File: config.mk
export PLATFORM = sky130hd
export DESIGN_NAME = pipe_stage_reg
export DESIGN_NICKNAME = d
export VERILOG_FILES = /design/src/rtl/pipe_stage_reg.sv
export SDC_FILE = /design/constraint.sdc
export NUM_CORES = 1
export LEC_CHECK = 0
export CORE_ASPECT_RATIO = 1.4
export CORE_MARGIN = 10
export CORE_UTILIZATION = 30
export CTS_BUF_LIST = sky130_fd_sc_hd__clkbuf_4
export CTS_CLUSTER_DIAMETER = 100
export DETAILED_ROUTE_END_ITERATION = 8
export MAX_ROUTING_LAYER = met4
export PLACE_DENSITY = 0.57
export SLEW_MARGIN = 20
export SYNTH_ARGS = -nofsm -noshare
export SYNTH_HDL_FRONTEND = slang
export SYNTH_SLANG_ARGS = --single-unit
File: constraint.sdc
create_clock -name clk -period 4.61 [get_ports clk]
set_clock_uncertainty 0.2 [all_clocks]
set_input_delay 1.383 -clock clk [delete_from_list [all_inputs] [get_ports clk]]
set_output_delay 1.383 -clock clk [all_outputs]
set_load 0.02 [all_outputs]
File: src/rtl/pipe_stage_reg.sv
// Handshaked pipeline stage register: opaque payload plus control vector,
// valid/ready flow control, optional 2-entry skid buffer, synchronous flush.
module pipe_stage_reg #(
  parameter int unsigned DATA_WIDTH          = 64,
  parameter int unsigned CTRL_WIDTH          = 16,
  parameter int unsigned SKID                = 1,
  parameter int unsigned CLEAR_DATA_ON_FLUSH = 1
) (
  input  logic                  clk,
  input  logic                  rst_n,
  input  logic                  flush_in,
  input  logic                  in_valid,
  output logic                  in_ready,
  input  logic [DATA_WIDTH-1:0] in_data,
  input  logic [CTRL_WIDTH-1:0] in_ctrl,
  output logic                  out_valid,
  input  logic                  out_ready,
  output logic [DATA_WIDTH-1:0] out_data,
  output logic [CTRL_WIDTH-1:0] out_ctrl,
  output logic [1:0]            occupancy
);

  logic                  in_xfer;
  logic [DATA_WIDTH-1:0] main_data;
  logic [CTRL_WIDTH-1:0] main_ctrl;

  assign in_xfer  = in_valid & in_ready;
  assign out_data = main_data;
  // Bubbles must never carry live control bits downstream.
  assign out_ctrl = main_ctrl & {CTRL_WIDTH{out_valid}};

  if (SKID != 0) begin : g_skid
    typedef enum logic [1:0] {
      S_EMPTY = 2'd0,
      S_ONE   = 2'd1,
      S_TWO   = 2'd2
    } state_t;

    state_t                state;
    logic [DATA_WIDTH-1:0] skid_data;
    logic [CTRL_WIDTH-1:0] skid_ctrl;

    // in_ready depends on state flops only, cutting the out_ready -> in_ready path.
    assign in_ready  = (state != S_TWO);
    assign out_valid = (state != S_EMPTY);
    assign occupancy = state;

    // NOTE: every flop here uses non-blocking assignment so all registers
    // update from the same pre-edge values regardless of statement order.
    always_ff @(posedge clk or negedge rst_n) begin
      if (!rst_n) begin
        state     <= S_EMPTY;
        main_data <= '0;
        main_ctrl <= '0;
        skid_data <= '0;
        skid_ctrl <= '0;
      end else if (flush_in) begin
        state     <= S_EMPTY;
        main_ctrl <= '0;
        skid_ctrl <= '0;
        if (CLEAR_DATA_ON_FLUSH != 0) begin
          main_data <= '0;
          skid_data <= '0;
        end
      end else begin
        case (state)
          S_EMPTY: begin
            if (in_xfer) begin
              main_data <= in_data;
              main_ctrl <= in_ctrl;
              state     <= S_ONE;
            end
          end
          S_ONE: begin
            if (in_xfer && out_ready) begin
              main_data <= in_data;
              main_ctrl <= in_ctrl;
            end else if (in_xfer) begin
              skid_data <= in_data;
              skid_ctrl <= in_ctrl;
              state     <= S_TWO;
            end else if (out_ready) begin
              state <= S_EMPTY;
            end
          end
          S_TWO: begin
            if (out_ready) begin
              main_data <= skid_data;
              main_ctrl <= skid_ctrl;
              state     <= S_ONE;
            end
          end
          default: state <= S_EMPTY;
        endcase
      end
    end
  end else begin : g_single
    logic valid_q;

    assign out_valid = valid_q;
    assign in_ready  = out_ready | ~valid_q;
    assign occupancy = {1'b0, valid_q};

    always_ff @(posedge clk or negedge rst_n) begin
      if (!rst_n) begin
        valid_q   <= 1'b0;
        main_data <= '0;
        main_ctrl <= '0;
      end else if (flush_in) begin
        valid_q   <= 1'b0;
        main_ctrl <= '0;
        if (CLEAR_DATA_ON_FLUSH != 0) main_data <= '0;
      end else if (in_xfer) begin
        valid_q   <= 1'b1;
        main_data <= in_data;
        main_ctrl <= in_ctrl;
      end else if (out_ready) begin
        valid_q <= 1'b0;
      end
    end
  end

endmodule

# After elaboration in Yosys (flattened, before gate mapping)
# Cells that the tools add are included.
totals:
  output_inout_bits: 84
  wordCells: 48
  in_bits: 85
  reg_bits: 162
op_classes:
  n_eq_ne: 9
  n_reduce_logical: 9
  muxes: 23
  bitwise: 2
ops:
  columns: ["op", "count"]
  rows:
  - ["$mux 64", 7]
  - ["$pmux 64 s3", 1]
  - ["$mux 16", 7]
  - ["$pmux 16 s3", 1]
  - ["$and 16x16->16", 1]
  - ["$mux 2", 6]
  - ["$ne 3x3->1 const B", 4]
  - ["$reduce_and 4->1", 2]
  - ["$pmux 2 s3", 1]
  - ["$reduce_bool 2->1", 3]
  - ["$ne 2x2->1 const B", 2]
  - ["$ne 4x4->1 const B", 1]
  - ["$reduce_bool 4->1", 1]
  - ["$reduce_and 3->1", 1]
  - ["$eq 2x1->1 const B", 1]
  - ["$eq 2x2->1 const B", 1]
  - ["$logic_not 2->1", 1]
  - ["$and 1x1->1", 1]
  - ["$logic_and 1x1->1", 1]

# Depth between registers and ports, before layout
logic_depth:
  ltp_word: 6
  mapped_depth: 6
  ltp_nobuf: 3

# Worst setup path after synthesis
# OpenSTA, ideal clock, no wires.
synth_path:
  kind: "flip-flop to output port"
  start: "register g_skid.state[1] (netlist: occupancy[1])"
  end: "output port out_valid"
  required_time_ps: 3027
  path_buffers: 1
  slack_ps: 1736
  stages_incl_launch_ff: 4
  t_arrival_ps: 1291
  cell_sequence: "dfrtp_1 > nor2_1 > clkbuf_1 > inv_1"
synth_via:
  elab_chain_cells: 1
synth_rtl:
  columns: ["element", "line_no", "source"]
  rows:
  - ["start: declaration", "39", "state_t state;"]
  - ["start signal: assignment", "52", "state <= S_EMPTY;"]
  - ["start signal: assignment", "58", "state <= S_EMPTY;"]
  - ["start signal: assignment", "71", "state <= S_ONE;"]
  - ["$reduce_bool 2->1", "45", "assign out_valid = (state != S_EMPTY);"]
  - ["end: declaration", "16", "output logic out_valid,"]
# No other way between the ends.

# Worst setup path in the final report
layout_path:
  start: "register g_skid.state[1] (netlist: occupancy[1])"
  end: "output port in_ready"
layout_via:
  elab_chain_cells: 1
layout_rtl:
  columns: ["element", "line_no", "source"]
  rows:
  - ["$ne 2x2->1", "44", "assign in_ready = (state != S_TWO);"]
  - ["end: declaration", "13", "output logic in_ready,"]
# No other way between the ends.

==> qor.txt <==
io pins - 169
number of flops mapped to enable cells by yosys - 0
max-cap check violation count - 0
Setup-failing EPs final - 0
Num CTS Buffers - 17
WS Path Type - reg2out
Final Hold Vio Count - 0
area of the multi-input gates - 0.00345 mm^2
Syn-to-layout area delta - 25.5%
top-area cell type share of the netlist area - 50.2%
first-pass GRT wire length - 38800 um
WL per Instance - 22.2 um
YS warnings - 0
die span in y - 214 um
Crit. End Element - output port
initial antenna violation count - 3
maximum VDD drop - 151 uV
vias in the first global route - 6258
Setup Fix Bufs, Post-CTS - 0
routed vias/inst - 5.19
Placeable Area - 0.0267 mm^2
Rows - 71
register bit total from synthesis - 162
overall global routing resource usage - 15.0%
Synth Net Count - 684
DP Area - 0.00986 mm^2
fraction of registers with async set/reset - 100%
worst rel slew slack - 26.8%
clk_lat worst skew - 0.58 ns
outcome - finished, final reports clean
non-filler cells, final - 1104
initial detailed-routing violation count - 307
measured slew at the worst slew-check pin - 1.10 ns
setup tns final - 0 ns
Lkg Pwr - 3.94 nW
crit path max fanout - 25
final net count - 808
chip width - 159 um
top post-synthesis cells by area - dfrtp_1, o31ai_2, mux2i_1, a22o_1, o2111ai_1
FMAX - 259 MHz
FILL cells - 2623
Pwr Density - 299 mW/mm^2
post-CTS sizing - 0
final worst slack - 0.750 ns
Post-Place Worst Slack - 0.906 ns
layout cells sized above 1 - 18.8%
flip-flop and latch area - 0.00405 mm^2
DRT antenna net count - 0
CTS Root Cell - clkbuf_4
clk sink count - 162
Worst EP arrival - 2.28 ns
TritonCTS clock tree - done
crit share post-route - 83.7%
Worst Hold Class - reg2reg
register area share after synthesis - 50.2%
Syn Inst Count - 599
CTS clk-pin slew, worst paths - 0.13 ns
Required @ worst endpoint - 3.03 ns
dominant synthesized flop cell - dfrtp_1
Cell variety after synth - 27
RD Place Congestion - 0.724
drt drc - 0
RSZ-0062 raised after global routing - false
time the worst path needs with I/O delays and setup - 3.86 ns
Final Cell Area - 0.0101 mm^2
Port-buffer cells - 168
die area - 0.0340 mm^2
Startpoint Class - flip-flop
cts hold-fix bufs - 0
via count - 5732
Mapped Area - 0.00808 mm^2
total wire length - 24500 um
dpl hpwl - 15500 um
htree depth - 4
total gr overflow - 0
drt first pass iters - 4
Syn Area/Cell - 13.5 um^2
Max Root-Sink Buffers - 2
leading area contributor after synthesis - dfrtp_1
initial core utilization - 30.2%
largest net degree at the start of global routing - 82
Post-Place Cells - 1069
final max-slew violation count - 0
sequential cells by signal, indices dropped and copies added, names as in the netlist:
name              count
g_skid.skid_data     64
main_ctrl            16
occupancy             2
out_data             64
g_skid.skid_ctrl     16
Yosys cell counts (2+ instances only):
master and number:
dlygate4sd1_1 6, o31ai_2 80, buf_4 2, a21oi_1 3, inv_1 3, a22o_1 80
clkbuf_1 34, nand2_1 2, buf_12 9, o2111ai_1 80, nor2b_1 16, nor2b_2 2
buf_6 10, dfrtp_1 162, buf_2 19, mux2i_1 80
kinds of logic (layout without fill, tap and decap cells):
| group | after synthesis | after routing | synth area share, % |
|---|---|---|---|
| buffers and inverters | 84 | 221 | 7.40 |
| flip-flops | 162 | 162 | 50.2 |
| other | 0 | 3 | 0 |
| AO/OA/AOI/OAI | 246 | 246 | 30.3 |
| multiplexers | 80 | 80 | 9.91 |
| AND/OR/NAND/NOR | 27 | 27 | 2.14 |
metrics by stage:
step / util, % / hold slack, ns / total power, mW
global placement: 36.9 / 0.287 / 2.21
global route: 37.9 / 0.334 / 3.19
floorplan: - / 0.273 / 1.91
CTS: 37.9 / 0.323 / 3.09
detailed placement: 36.9 / 0.291 / 2.22
finish: 37.9 / 0.318 / 3.03
path summary, 6_finish.rpt:
| kind | from | endpoint | slack, ns | cells past startpoint |
|---|---|---|---|---|
| worst max-delay path | occupancy[1]$_DFFE_PN0P_ | in_ready | 0.75 | 4 |
| worst max register to register | occupancy[1]$_DFFE_PN0P_ | main_ctrl[2]$_DFFE_PN0P_ | 1.82 | 5 |
| max in group asynchronous | rst_n | g_skid.skid_data[1]$_DFFE_PN0P_ | 2.63 | 2 |
| min in group asynchronous | rst_n | out_data[53]$_DFFE_PN0P_ | 0.61 | 1 |
| worst min-delay path | g_skid.skid_data[20]$_DFFE_PN0P_ | g_skid.skid_data[20]$_DFFE_PN0P_ | 0.32 | 1 |
| worst min register to register | g_skid.skid_data[20]$_DFFE_PN0P_ | g_skid.skid_data[20]$_DFFE_PN0P_ | 0.32 | 1 |
per-layer routing:
layer / vias to the layer above / GRT usage [%] / wire length, um
met5: - / - / 0
met4: 0 / 5.48 / 511
met3: 25 / 3.15 / 939
met2: 123 / 24.2 / 12600
met1: 2929 / 18.1 / 10500
li1: 2655 / - / -
area by class of cell:
class | count | share of cell area, %
antenna | 3 | 0.0741
tap | 365 | 4.51
sequential | 162 | 40.0
clock buffer | 21 | 1.56
timing repair buffer | 186 | 18.5
clock inverter | 11 | 1.12
inverter | 3 | 0.123
multi-input combinational | 353 | 34.1
cells in the final DEF (no fill, tap or decap), drive strengths merged, types with 4 or more instances in the layout:
| master | instances |
|---|---|
| clkinv | 7 |
| mux2i | 80 |
| dfrtp | 162 |
| a22o | 80 |
| buf | 20 |
| clkdlybuf4s50 | 166 |
| a21oi | 4 |
| o2111ai | 80 |
| o31ai | 80 |
| clkbuf | 21 |
| nor2b | 18 |
worst max-delay path, stage by stage (launching register included):
cell	delay [ns]
dfrtp_1	0.51
nor2b_4	0.19
buf_4	0.38
inv_1	0.08
clkdlybuf4s50_1	0.55
power by group:
part	internal, mW	total (mW)	switching [mW]
registers	1.50	1.55	0.0533
clock network	0.339	0.857	0.517
logic	0.277	0.622	0.345
total	2.12	3.03	0.916
Power figures use the tool's default switching activity.
